File: src/rtl/muldiv_pkg.sv
// Shared definitions for the multi-cycle multiply/divide unit: op codes, FSM states, default width.
package muldiv_pkg;

    localparam int WIDTH_DEFAULT = 32;

    localparam logic [1:0] OP_MULTU = 2'b00;
    localparam logic [1:0] OP_DIVU  = 2'b01;
    localparam logic [1:0] OP_MULT  = 2'b10;
    localparam logic [1:0] OP_DIV   = 2'b11;

    typedef enum logic {
        IDLE,
        RUN
    } state_t;

endpackage

File: src/rtl/muldiv_core.sv
// One iteration of the shared datapath: shift-add multiply (mode=0) or restoring divide (mode=1).
module muldiv_core
    import muldiv_pkg::*;
#(
    parameter int WIDTH = WIDTH_DEFAULT
) (
    input  logic             mode,
    input  logic [WIDTH-1:0] operand,
    input  logic [WIDTH-1:0] acc_hi,
    input  logic [WIDTH-1:0] acc_lo,
    output logic [WIDTH-1:0] step_hi,
    output logic [WIDTH-1:0] step_lo
);

    logic [WIDTH:0] sum;
    logic [WIDTH:0] shifted;
    logic [WIDTH:0] trial;

    always_comb begin
        sum     = {1'b0, acc_hi} + (acc_lo[0] ? {1'b0, operand} : '0);
        // Keep the bit shifted out of the remainder so the trial subtract never loses it.
        shifted = {acc_hi, acc_lo[WIDTH-1]};
        trial   = shifted - {1'b0, operand};
        if (mode) begin
            step_hi = trial[WIDTH] ? shifted[WIDTH-1:0] : trial[WIDTH-1:0];
            step_lo = {acc_lo[WIDTH-2:0], ~trial[WIDTH]};
        end else begin
            step_hi = sum[WIDTH:1];
            step_lo = {sum[0], acc_lo[WIDTH-1:1]};
        end
    end

endmodule

File: src/rtl/muldiv_unit.sv
// MULTU/DIVU (optionally MULT/DIV) unit owning HI/LO, one bit per cycle over a start/busy/done handshake.
// Define MULDIV_SIGNED_EN to make op 10/11 signed; otherwise they behave as 00/01.
module muldiv_unit
    import muldiv_pkg::*;
#(
    parameter int WIDTH = WIDTH_DEFAULT
) (
    input  logic             clk,
    input  logic             rst,
    input  logic             start,
    input  logic [1:0]       op,
    input  logic [WIDTH-1:0] dataA,
    input  logic [WIDTH-1:0] dataB,
    output logic             busy,
    output logic             done,
    output logic             divZero,
    output logic [WIDTH-1:0] hi,
    output logic [WIDTH-1:0] lo
);

    localparam int CW = $clog2(WIDTH + 1);

    state_t           state_reg, state_next;
    logic [CW-1:0]    cnt_reg;
    logic [WIDTH-1:0] operand_reg, acc_hi_reg, acc_lo_reg, hi_reg, lo_reg;
    logic             mode_reg, neg_res_reg, neg_rem_reg, done_reg, div_zero_reg;

    logic [WIDTH-1:0] mag_a, mag_b, step_hi, step_lo, res_hi, res_lo;
    logic             neg_res, neg_rem, is_div, accept, zero_div, last;

`ifdef MULDIV_SIGNED_EN
    logic sign_a, sign_b;
    assign sign_a  = op[1] & dataA[WIDTH-1];
    assign sign_b  = op[1] & dataB[WIDTH-1];
    assign mag_a   = sign_a ? -dataA : dataA;
    assign mag_b   = sign_b ? -dataB : dataB;
    assign neg_res = sign_a ^ sign_b;
    assign neg_rem = sign_a;
`else
    assign mag_a   = dataA;
    assign mag_b   = dataB;
    assign neg_res = 1'b0;
    assign neg_rem = 1'b0;
`endif

    assign is_div   = (op == OP_DIVU) || (op == OP_DIV);
    assign accept   = (state_reg == IDLE) && start;
    assign zero_div = is_div && (dataB == '0);
    assign last     = (state_reg == RUN) && (cnt_reg == CW'(1));

    muldiv_core #(.WIDTH(WIDTH)) u_core (
        .mode    (mode_reg),
        .operand (operand_reg),
        .acc_hi  (acc_hi_reg),
        .acc_lo  (acc_lo_reg),
        .step_hi (step_hi),
        .step_lo (step_lo)
    );

    // Sign fix-up is applied on the final step so latency matches the unsigned path.
    always_comb begin
        res_hi = step_hi;
        res_lo = step_lo;
        if (mode_reg) begin
            if (neg_res_reg) res_lo = -step_lo;
            if (neg_rem_reg) res_hi = -step_hi;
        end else if (neg_res_reg) begin
            {res_hi, res_lo} = -{step_hi, step_lo};
        end
    end

    always_ff @(posedge clk or posedge rst) begin
        if (rst) state_reg <= IDLE;
        else     state_reg <= state_next;
    end

    always_comb begin
        state_next = state_reg;
        case (state_reg)
            IDLE:    if (start && !zero_div) state_next = RUN;
            RUN:     if (cnt_reg == CW'(1))  state_next = IDLE;
            default: state_next = IDLE;
        endcase
    end

    always_ff @(posedge clk or posedge rst) begin
        if (rst) begin
            cnt_reg      <= '0;
            operand_reg  <= '0;
            acc_hi_reg   <= '0;
            acc_lo_reg   <= '0;
            hi_reg       <= '0;
            lo_reg       <= '0;
            mode_reg     <= 1'b0;
            neg_res_reg  <= 1'b0;
            neg_rem_reg  <= 1'b0;
            done_reg     <= 1'b0;
            div_zero_reg <= 1'b0;
        end else begin
            done_reg <= 1'b0;
            if (accept) begin
                div_zero_reg <= 1'b0;
                mode_reg     <= is_div;
                neg_res_reg  <= neg_res;
                neg_rem_reg  <= neg_rem;
                operand_reg  <= is_div ? mag_b : mag_a;
                acc_hi_reg   <= '0;
                acc_lo_reg   <= is_div ? mag_a : mag_b;
                cnt_reg      <= CW'(WIDTH);
                if (zero_div) begin
                    hi_reg       <= dataA;
                    lo_reg       <= '1;
                    div_zero_reg <= 1'b1;
                    done_reg     <= 1'b1;
                end
            end else if (state_reg == RUN) begin
                acc_hi_reg <= step_hi;
                acc_lo_reg <= step_lo;
                cnt_reg    <= cnt_reg - CW'(1);
                if (last) begin
                    hi_reg   <= res_hi;
                    lo_reg   <= res_lo;
                    done_reg <= 1'b1;
                end
            end
        end
    end

    assign busy    = (state_reg == RUN);
    assign done    = done_reg;
    assign divZero = div_zero_reg;
    assign hi      = hi_reg;
    assign lo      = lo_reg;

endmodule

File: config.mk
export PLATFORM = sky130hd
export DESIGN_NAME = muldiv_unit
export DESIGN_NICKNAME = d
export VERILOG_FILES = /design/src/rtl/muldiv_pkg.sv /design/src/rtl/muldiv_core.sv /design/src/rtl/muldiv_unit.sv
export SDC_FILE = /design/constraint.sdc
export NUM_CORES = 1
export LEC_CHECK = 0
export BUFFER_PORTS_ARGS = -buffer_cell sky130_fd_sc_hd__buf_2
export CAP_MARGIN = 10
export CELL_PAD_IN_SITES_DETAIL_PLACEMENT = 1
export CELL_PAD_IN_SITES_GLOBAL_PLACEMENT = 1
export CORE_UTILIZATION = 45
export CTS_CLUSTER_DIAMETER = 120
export DETAILED_ROUTE_END_ITERATION = 12
export PLACE_DENSITY = 0.79
export SYNTH_ARGS = -nofsm -noshare
export SYNTH_HDL_FRONTEND = slang
export SYNTH_SLANG_ARGS = --single-unit
File: constraint.sdc
create_clock -name clk -period 16.3 [get_ports clk]
set_input_delay 3.26 -clock clk [delete_from_list [all_inputs] [get_ports clk]]
set_output_delay 3.26 -clock clk [all_outputs]
set_load 0.01 [all_outputs]
==> run_results.csv <==
group,metric,value,unit
logic_synthesis,yosysTopAreaCell,"dfrtp_1",
logic_synthesis,async_flop_share,1.00,
timing,drv_slew,0,
logic_synthesis,synth_top_area_frac,0.344,
worst_setup_path,worst_ep_arrival_time,6730,ps
logic_synthesis,synth.avg_cell_area,8.48,µm²
timing,finClkSkew,14.0,ps
worst_setup_path,reg2reg_depth,12,
worst_setup_path,cp.required,16660,ps
logic_synthesis,synthAdderAreaFrac,0.0700,
clocking,cts_max_level,4,
logic_synthesis,synth-compound-area-share,0.244,
worst_setup_path,crit_end,"hi[29]",
timing,finalSetupViolations,0,
floorplan,die_height,168,µm
routing,drtAntennaViolNets,0,
logic_synthesis,synthMuxAreaShare,0.0931,
worst_setup_path,rrSetupSlack,11780,ps
worst_setup_path,rr_endpoint,"acc_hi_reg[29]",
logic_synthesis,synth_top_family_by_area,"compound AO/OA/AOI/OAI gates",
clocking,numCtsBuffers,17,
timing,setup_tns,0,ps
place,placed_area,13300,µm²
clocking,cts_setup_buffers,0,
logic_synthesis,yosys_most_used_dff,"dfrtp_1",
status,status,"finished clean",
flow_run,max_cap_violations,0,
final_layout,postLayoutCoreUtil,0.514,
logic_synthesis,postSynthCellCount,1460,
clocking,clk_latency,430,ps
timing,fmax,157,MHz
final_layout,nets,1670,
worst_setup_path,critical-path-top-delay-family,"simple AND/OR/NAND/NOR gates",
worst_setup_path,cp-startpoint,"dataB[2]",
floorplan,die_w,168,µm
worst_setup_path,crit_path_start_kind,"input port",
final_layout,drive_gt1_frac,0.139,
grt,grt_start_max_net_pins,97,
floorplan,dieArea,28200,µm²
final_layout,final_area,13800,µm²
clocking,cts_max_path_buffers,2,
routing,first_pass_iters,5,
place,routabilityCongestion,0.941,
routing,viasPerCell,6.26,
routing,drtIter0Drc,919,
floorplan,coreArea,27000,µm²
timing,worstMarginPinSlew,1130,ps
grt,gr-total-overflow,0,
timing,period_share,0.391,
clocking,clk_pin_slew_worst_paths,70,ps
logic_synthesis,syn_nets,1597,
timing,hold_viol,0,
place,port-buffer-count,134,
final_layout,synthToLayoutAreaGrowth,11.9,%
logic_synthesis,synthXorXnorAreaFrac,0.0332,
logic_synthesis,synth_area_leaders,"dfrtp_1, mux2i_1, ha_1",
worst_setup_path,r2r_start,"acc_lo_reg[0]",
grt,grt_pass1_wl,68000,µm
routing,vias,11800,
final_layout,nFillCells,3203,
timing,rsz0062_at_grt,"false",
logic_synthesis,syn_area,12400,µm²
worst_setup_path,critical_path_depth,10,
clocking,cts_tree,"yes",
worst_setup_path,cpPeakStageDelay,790,ps
logic_synthesis,synth_warnings,0,
grt,antenna_found_initial,2,
floorplan,start_util,0.459,
worst_hold_path,hold_path_class,"reg2reg",
grt,grt.total_usage,0.309,
logic_synthesis,synth-seq-cells,170,
routing,wl,43000,µm
routing,wl_per_cell,22.8,µm
floorplan,num_rows,60,
worst_setup_path,path_common_cell,"nor4_1",
routing,drc,0,
logic_synthesis,ys_seq_area_frac,0.344,
worst_setup_path,crit_chain,"buf_2, nor4_1, nand4_1, nor4_1, and4_1, a21oi_4, inv_2, buf_4, o21ai_0, a21oi_1",
clocking,clock_sinks,170,
grt,grt_pass1_vias,12000,
logic_synthesis,synth_cell_types,79,
clocking,hold_buffers,0,
floorplan,pin_count,136,
logic_synthesis,synth-simple-area-share,0.170,
logic_synthesis,synth-edff-count,0,
timing,maxSlewHeadroom,0.245,
worst_setup_path,cpMaxStageDelayCell,"nor4_1",
place,hpwl,31500,µm
clocking,clockRootBuffer,"clkbuf_16",
clocking,ctsResizeCount,0,
worst_setup_path,crit_fanout,55,
timing,period_needed,6370,ps
worst_setup_path,worstSetupPathType,"in2reg",
worst_setup_path,critPathBufInv,3,
worst_hold_path,hp-start,"hi[10]",
worst_setup_path,crit_path_end_kind,"flip-flop",
[synthesized netlist by cell type, types with 8 or more instances]
cell / count
a211o_1: 8
a211oi_1: 35
a21o_1: 26
a21oi_1: 122
a22o_1: 8
a31o_2: 8
a31oi_1: 47
and2_1: 37
and3_1: 27
clkbuf_1: 78
dfrtp_1: 170
ha_1: 66
inv_1: 52
mux2i_1: 108
nand2_1: 145
nand3_1: 37
nand4_1: 10
nor2_1: 99
nor2b_1: 9
nor3_1: 30
nor4_1: 11
o211ai_1: 27
o21a_1: 9
o21ai_0: 118
or3_1: 14
xnor2_1: 25
xor2_1: 20
[routing by layer]
metal / global-route usage / vias to the layer above / routed length, µm
met1: 0.431 / 5884 / 19600
met2: 0.482 / 381 / 19400
li1: - / 5476 / -
met4: 0.123 / 2 / 1450
met3: 0.0470 / 83 / 2490
met5: 0 / - / 12
[cells in the final DEF (no fill, tap or decap), types with 20 or more instances in the layout]
master and instances:
a21oi_1 121, nor2_1 98, a21o_1 26, inv_1 50, mux2i_1 108, xnor2_1 25
and3_1 27, xor2_1 20, o211ai_1 27, a211oi_1 35, ha_1 66, dfrtp_1 168
buf_2 133, o21ai_0 118, a31oi_1 47, and2_1 37, nand2_1 144, nor3_1 30
nand3_1 37
[worst min path at each step]
| stage | end | cells after the start |
|---|---|---|
| after floorplan | cnt_reg[5] | 1 |
| after global placement | divZero | 2 |
| after detailed placement | divZero | 2 |
| after CTS | hi[10] | 2 |
| after global routing | hi[3] | 2 |
| final | hi[10] | 2 |
[kinds of logic (layout without fill, tap and decap cells)]
| family | count (synthesis) | after routing |
|---|---|---|
| XOR/XNOR | 46 | 46 |
| AO/OA/AOI/OAI | 471 | 471 |
| adder cells (fa/ha/maj) | 68 | 68 |
| AND/OR/NAND/NOR | 443 | 443 |
| multiplexers | 114 | 114 |
| other | 0 | 2 |
| buffers and inverters | 148 | 233 |
| flip-flops | 170 | 170 |
[worst register-to-register path, stage by stage, from the launching register on]
cell and delay (ps):
dfrtp_1 1070, and2_1 270, ha_1 220, fa_1 310
a211oi_2 120, o211ai_1 210, a21oi_1 190, o32ai_1 590
o22ai_1 260, o221ai_1 240, mux2_2 360, a311o_1 420
o21ai_0 190
[stage by stage]
step / setup slack, ps / hold slack [ps] / std cells
after floorplan: 8440 / 450 / 1460
after global placement: 9500 / 459 / 1855
after detailed placement: 9480 / 467 / 1855
after CTS: 9910 / 487 / 1886
after global routing: 9760 / 522 / 1887
final: 9930 / 484 / 1888
[final cells by class]
class	count	area [µm²]	area share
clock inverter	14	164	0.0118
clock buffer	17	425	0.0307
antenna	2	5.00	0.000362
timing repair buffer	148	778	0.0562
multi-input combinational	1142	7580	0.547
tap	341	427	0.0308
sequential	170	4260	0.308
inverter	54	208	0.0150
Power is not shown: default switching activity piles up to over one toggle a cycle in this logic, so the estimate is an artifact.
